<file path="src/rtl/serial_adder_ctrl.sv">
// serial_adder_ctrl: bit-serial adder that drives one full-adder cell over
// WIDTH cycles, LSB first, and reports the result with a one-cycle done pulse.
// Optional feature: define SERIAL_ADDER_OVF_EN to add a signed-overflow
// output (ovf) that is updated together with sum/cout.
module serial_adder_ctrl #(
  parameter int WIDTH = 8
) (
  input  logic             clk,
  input  logic             rst_n,
  input  logic             start,
  input  logic [WIDTH-1:0] a,
  input  logic [WIDTH-1:0] b,
  input  logic             cin,
  output logic             busy,
  output logic             done,
  output logic [WIDTH-1:0] sum,
  output logic             cout
`ifdef SERIAL_ADDER_OVF_EN
  ,
  output logic             ovf
`endif
);

  localparam int CW = $clog2(WIDTH + 1);
  localparam logic [CW-1:0] LAST_BIT = CW'(WIDTH - 1);

  typedef enum logic [1:0] {IDLE, RUN, DONE} state_t;

  state_t           state_q, state_d;
  logic [CW-1:0]    cnt_q, cnt_d;
  logic [WIDTH-1:0] a_q, a_d;
  logic [WIDTH-1:0] b_q, b_d;
  logic [WIDTH-1:0] acc_q, acc_d;
  logic             c_q, c_d;
  logic [WIDTH-1:0] sum_q, sum_d;
  logic             cout_q, cout_d;
`ifdef SERIAL_ADDER_OVF_EN
  logic             ovf_q, ovf_d;
`endif

  // Single full-adder cell working on the current LSBs and the carry register.
  logic             fa_s, fa_c;
  logic [WIDTH-1:0] acc_next;
  logic             capture;

  assign fa_s     = a_q[0] ^ b_q[0] ^ c_q;
  assign fa_c     = (a_q[0] & b_q[0]) | ((a_q[0] ^ b_q[0]) & c_q);
  // New sum bit enters at the MSB, so after WIDTH shifts bit 0 sits at the LSB.
  assign acc_next = (acc_q >> 1) | (WIDTH'(fa_s) << (WIDTH - 1));
  // start is honoured only when no addition is running.
  assign capture  = start && (state_q != RUN);

  // State and datapath registers, all cleared asynchronously on reset.
  always_ff @(posedge clk or negedge rst_n) begin
    if (!rst_n) begin
      state_q <= IDLE;
      cnt_q   <= '0;
      a_q     <= '0;
      b_q     <= '0;
      acc_q   <= '0;
      c_q     <= 1'b0;
      sum_q   <= '0;
      cout_q  <= 1'b0;
`ifdef SERIAL_ADDER_OVF_EN
      ovf_q   <= 1'b0;
`endif
    end else begin
      state_q <= state_d;
      cnt_q   <= cnt_d;
      a_q     <= a_d;
      b_q     <= b_d;
      acc_q   <= acc_d;
      c_q     <= c_d;
      sum_q   <= sum_d;
      cout_q  <= cout_d;
`ifdef SERIAL_ADDER_OVF_EN
      ovf_q   <= ovf_d;
`endif
    end
  end

  // Next-state, datapath update and status outputs.
  always_comb begin
    state_d = state_q;
    cnt_d   = cnt_q;
    a_d     = a_q;
    b_d     = b_q;
    acc_d   = acc_q;
    c_d     = c_q;
    sum_d   = sum_q;
    cout_d  = cout_q;
`ifdef SERIAL_ADDER_OVF_EN
    ovf_d   = ovf_q;
`endif
    busy    = 1'b0;
    done    = 1'b0;

    case (state_q)
      IDLE: ;
      RUN: begin
        busy  = 1'b1;
        a_d   = a_q >> 1;
        b_d   = b_q >> 1;
        c_d   = fa_c;
        acc_d = acc_next;
        cnt_d = cnt_q + CW'(1);
        if (cnt_q == LAST_BIT) begin
          // Result registers move only on the completion edge.
          state_d = DONE;
          sum_d   = acc_next;
          cout_d  = fa_c;
`ifdef SERIAL_ADDER_OVF_EN
          // c_q is the carry into the MSB at this point.
          ovf_d   = c_q ^ fa_c;
`endif
        end
      end
      DONE: begin
        done    = 1'b1;
        state_d = IDLE;
      end
      default: state_d = IDLE;
    endcase

    if (capture) begin
      a_d     = a;
      b_d     = b;
      c_d     = cin;
      cnt_d   = '0;
      acc_d   = '0;
      state_d = RUN;
    end
  end

  assign sum  = sum_q;
  assign cout = cout_q;
`ifdef SERIAL_ADDER_OVF_EN
  assign ovf  = ovf_q;
`endif

endmodule

</file>
<file path="config.mk">
export PLATFORM = sky130hd
export DESIGN_NAME = serial_adder_ctrl
export DESIGN_NICKNAME = d
export VERILOG_FILES = /design/src/rtl/serial_adder_ctrl.sv
export SDC_FILE = /design/constraint.sdc
export NUM_CORES = 1
export LEC_CHECK = 0
export CAP_MARGIN = 20
export CORE_MARGIN = 1
export CORE_UTILIZATION = 50
export DETAILED_ROUTE_END_ITERATION = 8
export PLACE_DENSITY = 0.76
export SLEW_MARGIN = 20
export SYNTH_ARGS = -nofsm -noshare
export SYNTH_HDL_FRONTEND = slang
export SYNTH_SLANG_ARGS = --single-unit
</file>
<file path="constraint.sdc">
create_clock -name clk -period 2.1 [get_ports clk]
set_clock_uncertainty 0.1 [all_clocks]
set_input_delay 0.42 -clock clk [delete_from_list [all_inputs] [get_ports clk]]
set_output_delay 0.42 -clock clk [all_outputs]
set_load 0.02 [all_outputs]
</file>
Yosys cells after proc, flatten, opt, wreduce, memory -nomap -nowiden
Index checks and enable logic that the tools add are counted.
{"block": "classes", "addsub": 1, "n_eq_ne": 6, "n_mux": 15, "bitwise_logic": 6, "reduce_logical": 5}
{"cell": "2-to-1 mux 8 bit", "count": 6}
{"cell": "2-to-1 mux 4 bit", "count": 2}
{"cell": "OR 7 x 8 -> 8 bit", "count": 1}
{"cell": "adder 4 x 1 -> 4 bit, second input constant", "count": 1}
{"cell": "equality test 4 x 3 -> 1 bit, second input constant", "count": 1}
{"cell": "2-to-1 mux 1 bit", "count": 4}
{"cell": "2-to-1 mux 2 bit", "count": 2}
{"cell": "case mux 2 bit (2 select lines)", "count": 1}
{"cell": "AND reduction 2 bit", "count": 2}
{"cell": "!= test 3 bit, second input constant", "count": 1}
{"cell": "bitwise AND 1 bit", "count": 2}
{"cell": "equality test 2 x 1 -> 1 bit, second input constant", "count": 1}
{"cell": "equality test 2 bit, second input constant", "count": 1}
{"cell": "logical NOT 2 bit", "count": 1}
{"cell": "!= test 2 x 1 -> 1 bit, second input constant", "count": 1}
{"cell": "!= test 2 bit, second input constant", "count": 1}
{"cell": "nonzero test 2 bit", "count": 1}
{"cell": "XOR 1 bit", "count": 2}
{"cell": "logical AND 1 bit", "count": 1}
{"cell": "OR 1 bit", "count": 1}
{"block": "word_totals", "reg_bits": 40, "in_bits": 20, "output_inout_bits": 11}

Logic depth before layout (Yosys ltp)
{"block": "depth", "ltp_word": 5, "ltp_mapped": 5}

Worst setup path after synthesis
No wires, ideal clock.
{"block": "synth_timing", "path_kind": "flip-flop to flip-flop", "start": "reg state_q[1]", "end": "reg cout_q, in the netlist cout", "setup_time_ps": 125, "arrival_time_ps": 1286, "t_required_ps": 1875, "setup_slack_ps": 589, "path_stages_with_launch": 6, "period_less_slack_ps": 1511, "cell_sequence": "dfrtp_1 nor2b_4 buf_6 and4b_4 buf_12 mux2_4"}
{"block": "synth_between", "elab_chain_len": 2}
{"element": "start, declared", "line_no": "29", "text": "state_t state_q, state_d;"}
{"element": "start signal, assigned", "line_no": "68", "text": "state_q <= state_d;"}
{"element": "equality test 2 x 1 -> 1 bit", "line_no": "98", "text": "case (state_q)"}
{"element": "AND reduction 2 bit (no source line)"}
{"element": "end signal, assigned", "line_no": "75", "text": "cout_q <= cout_d;"}
{"element": "end, declared", "line_no": "36", "text": "logic cout_q, cout_d;"}
No other way between the ends.
A chain may end at the register's enable or synchronous reset.

Worst setup path after layout
{"block": "layout_timing", "start": "reg cout_q, in the netlist cout", "end": "out cout"}
{"element": "end, declared", "line_no": "17", "text": "output logic cout"}
No word-level cell between the ends.

==> results.ini <==
[outcome]
run_status = finished clean

[pwr]
leakage_nw = 1.012
vdd_drop_max_mv = 0.7961
powerDensity_nw_per_um2 = 1330
power.total_mw = 2.857

[sta]
timing.max_slew.rel_slack_pct = 68.15
timing.setup.tns_ps = 0
max_slew.worst_pin.slew_ps = 477.8
finalWorstPathRequiredPeriod_ps = 1883
max_freq_mhz = 531.1
setup_violations = 0
final-hold-violation-count = 0
final-max-slew-violation-count = 0
finalCritPeriodShare_pct = 89.66
unrepaired_setup_endpoints_after_global_routing = false
hold-worst-slack_ps = 3.071

[critical_path]
cp-end-kind = output port
setup.worst_path.class = reg2out
critical_path.cell_chain = clkdlybuf4s50_1
crit_path_max_fanout = 2
ff2ff_setup_slack_ps = 350
critPathSlowestCell = sky130_fd_sc_hd__clkdlybuf4s50_1
timing.critical_path.from_type = flop
critical_path_required_ps = 1580
cp_data_arrival_time_ps = 1360
max_stage_delay_ps = 620
path_buf_inv = 1
cell_family_with_most_cp_delay = buffers and inverters

[detailed_routing]
dr.pass1.iters = 4
num_vias = 1147
wire_per_inst_um = 13.00
drt_first_iter_violations = 49
drc = 0
ant_nets = 0
routed_wl_um = 2925
routed_via_density = 5.098

[finish]
syn_to_final_growth_pct = 23.35
finish.instance_area_um2 = 2148
antenna_cells_inserted = 0
final_cell_mix = 39 x sky130_fd_sc_hd__dfrtp_1, 27 x sky130_fd_sc_hd__clkdlybuf4s50_1, 24 x sky130_fd_sc_hd__nand2_1, 23 x sky130_fd_sc_hd__o21ai_0, 18 x sky130_fd_sc_hd__mux2i_1
drive_gt1_share_pct = 14.53
layout.cells.most_common = sky130_fd_sc_hd__dfrtp_1
fin_nets = 200
n_fill_cell = 282
finish.cell_count_without_fillers = 225

[synthesis]
synth-edff-count = 0
synth_seq_cells = 39
synthArstFlopShare_pct = 100.0
synth_area_um2 = 1742
synth.lib_cells_used.distinct = 21
yosys_warnings = 0
synth_cells = 146
synth.yosys.seq_area_share_pct = 56.03
synth_fp_nets = 168
synthFlopType = sky130_fd_sc_hd__dfrtp_1
postSynthAreaPerCell_um2 = 11.93

[clocking]
insertion_delay_ps = 340
reg_clk_slew_reported_paths_ps = 110
cts.sinks = 39
cts-root-buf = sky130_fd_sc_hd__clkbuf_4
cts_inserted_buffers = 5
cts_setup_buffers = 0
cts_tree = yes
cts-root-to-sink-buffers = 2
htreeDepth = 2

[die]
num_rows = 21
initial_utilization_pct = 52.19
fp.dieArea_um2 = 3723
fp.dieW_um = 61.02
boundaryPins = 31
fp.dieH_um = 61.02
design.core.area_um2 = 3337

[grt]
antenna_found_initial = 0
grt_first_pass_wirelength_um = 4899
overflow = 0
grtUsageTotal_pct = 18.73
grt_pass1_vias = 1117
grt_start_max_net_pins = 40

[placement]
gp_routability_congestion = 0.7668
post-place-cells = 217
placement.cell_area_um2 = 2078
port_buffers = 30
place.detailed.hpwl_um = 2130

[min_path]
holdCritPathClass = in2async

[job]
max_cap_viol_count = 0

==> stage by stage <==
step           setup WS (ps)  utilization (%)
6_report               217.1            64.38
3_5_place_dp           348.4            62.28
2_1_floorplan          588.8                -
3_3_place_gp           391.6            62.28
4_1_cts                31.03            64.30
5_1_grt                152.1            64.38
==> area by class of cell <==
| class | instances | area [um2] | share of cell area, % |
|---|---|---|---|
| Sequential cell | 39 | 975.9 | 45.43 |
| Tap cell | 46 | 57.56 | 2.679 |
| Multi-Input combinational cell | 97 | 699.4 | 32.56 |
| Timing Repair Buffer | 35 | 346.6 | 16.13 |
| Clock buffer | 8 | 68.82 | 3.203 |
==> worst paths after layout <==
check	startpoint	cells past startpoint	end
min in group clk	a_q[2]	2	a_q[1]
min	rst_n	2	acc_q[6]
max in group asynchronous	rst_n	2	cnt_q[1]
max	cout	1	cout
max reg2reg	state_q[1]	4	sum[1]
min reg2reg	a_q[2]	2	a_q[1]
==> metal layers <==
metal / wire (um) / track usage, %
met1: 1299 / 21.73
met2: 1423 / 31.21
met4: 54 / 8.766
met5: 0 / 0
met3: 147 / 6.513
==> worst register-to-register path, cell delays in order, from the launching register on <==
cell and delay [ps]:
sky130_fd_sc_hd__dfrtp_1 420, sky130_fd_sc_hd__nor2b_4 180, sky130_fd_sc_hd__buf_4 190, sky130_fd_sc_hd__and4b_4 390
sky130_fd_sc_hd__mux2_2 370
==> synth_stat cells, types with 3 or more instances <==
library cell	instances	area share (%)
sky130_fd_sc_hd__nor2_1	4	0.86
sky130_fd_sc_hd__dfrtp_1	39	56
sky130_fd_sc_hd__clkbuf_1	4	0.86
sky130_fd_sc_hd__nand2_1	24	5.2
sky130_fd_sc_hd__buf_2	4	1.1
sky130_fd_sc_hd__mux2_2	3	1.9
sky130_fd_sc_hd__nand2b_1	8	2.9
sky130_fd_sc_hd__o21ai_0	23	6.6
sky130_fd_sc_hd__mux2_4	8	6.9
sky130_fd_sc_hd__mux2i_1	18	10
==> logic make-up after synthesis <==
family	count (synthesis)	share of synthesized area, %
multiplexers	29	19.18
flip-flops	39	56.03
AND/OR/NAND/NOR	41	11.57
XOR/XNOR	1	0.5030
buffers and inverters	10	3.807
AO/OA/AOI/OAI	24	7.040
adder cells (fa/ha/maj)	2	1.868
==> power breakdown <==
part	internal (mW)	switching, mW
logic	0.591	0.564
clock network	0.197	0.230
registers	1.07	0.205
total	1.86	0.999
==> what timing repair did <==
action | CTS | global route
setup endpoints to repair | 1 | 1
endpoints found under the hold margin | 0 | 0
hold buffers | 0 | 0
gates resized for setup | 1 | 1
==> state kept, by name, indices dropped and copies added (netlist names) <==
| signal | flops |
|---|---|
| state_q | 2 |
| b_q | 8 |
| a_q | 8 |
| c_q | 1 |
| cout | 1 |
| sum | 8 |
| cnt_q | 4 |
| acc_q | 7 |
(Power assumes the default switching activity.)
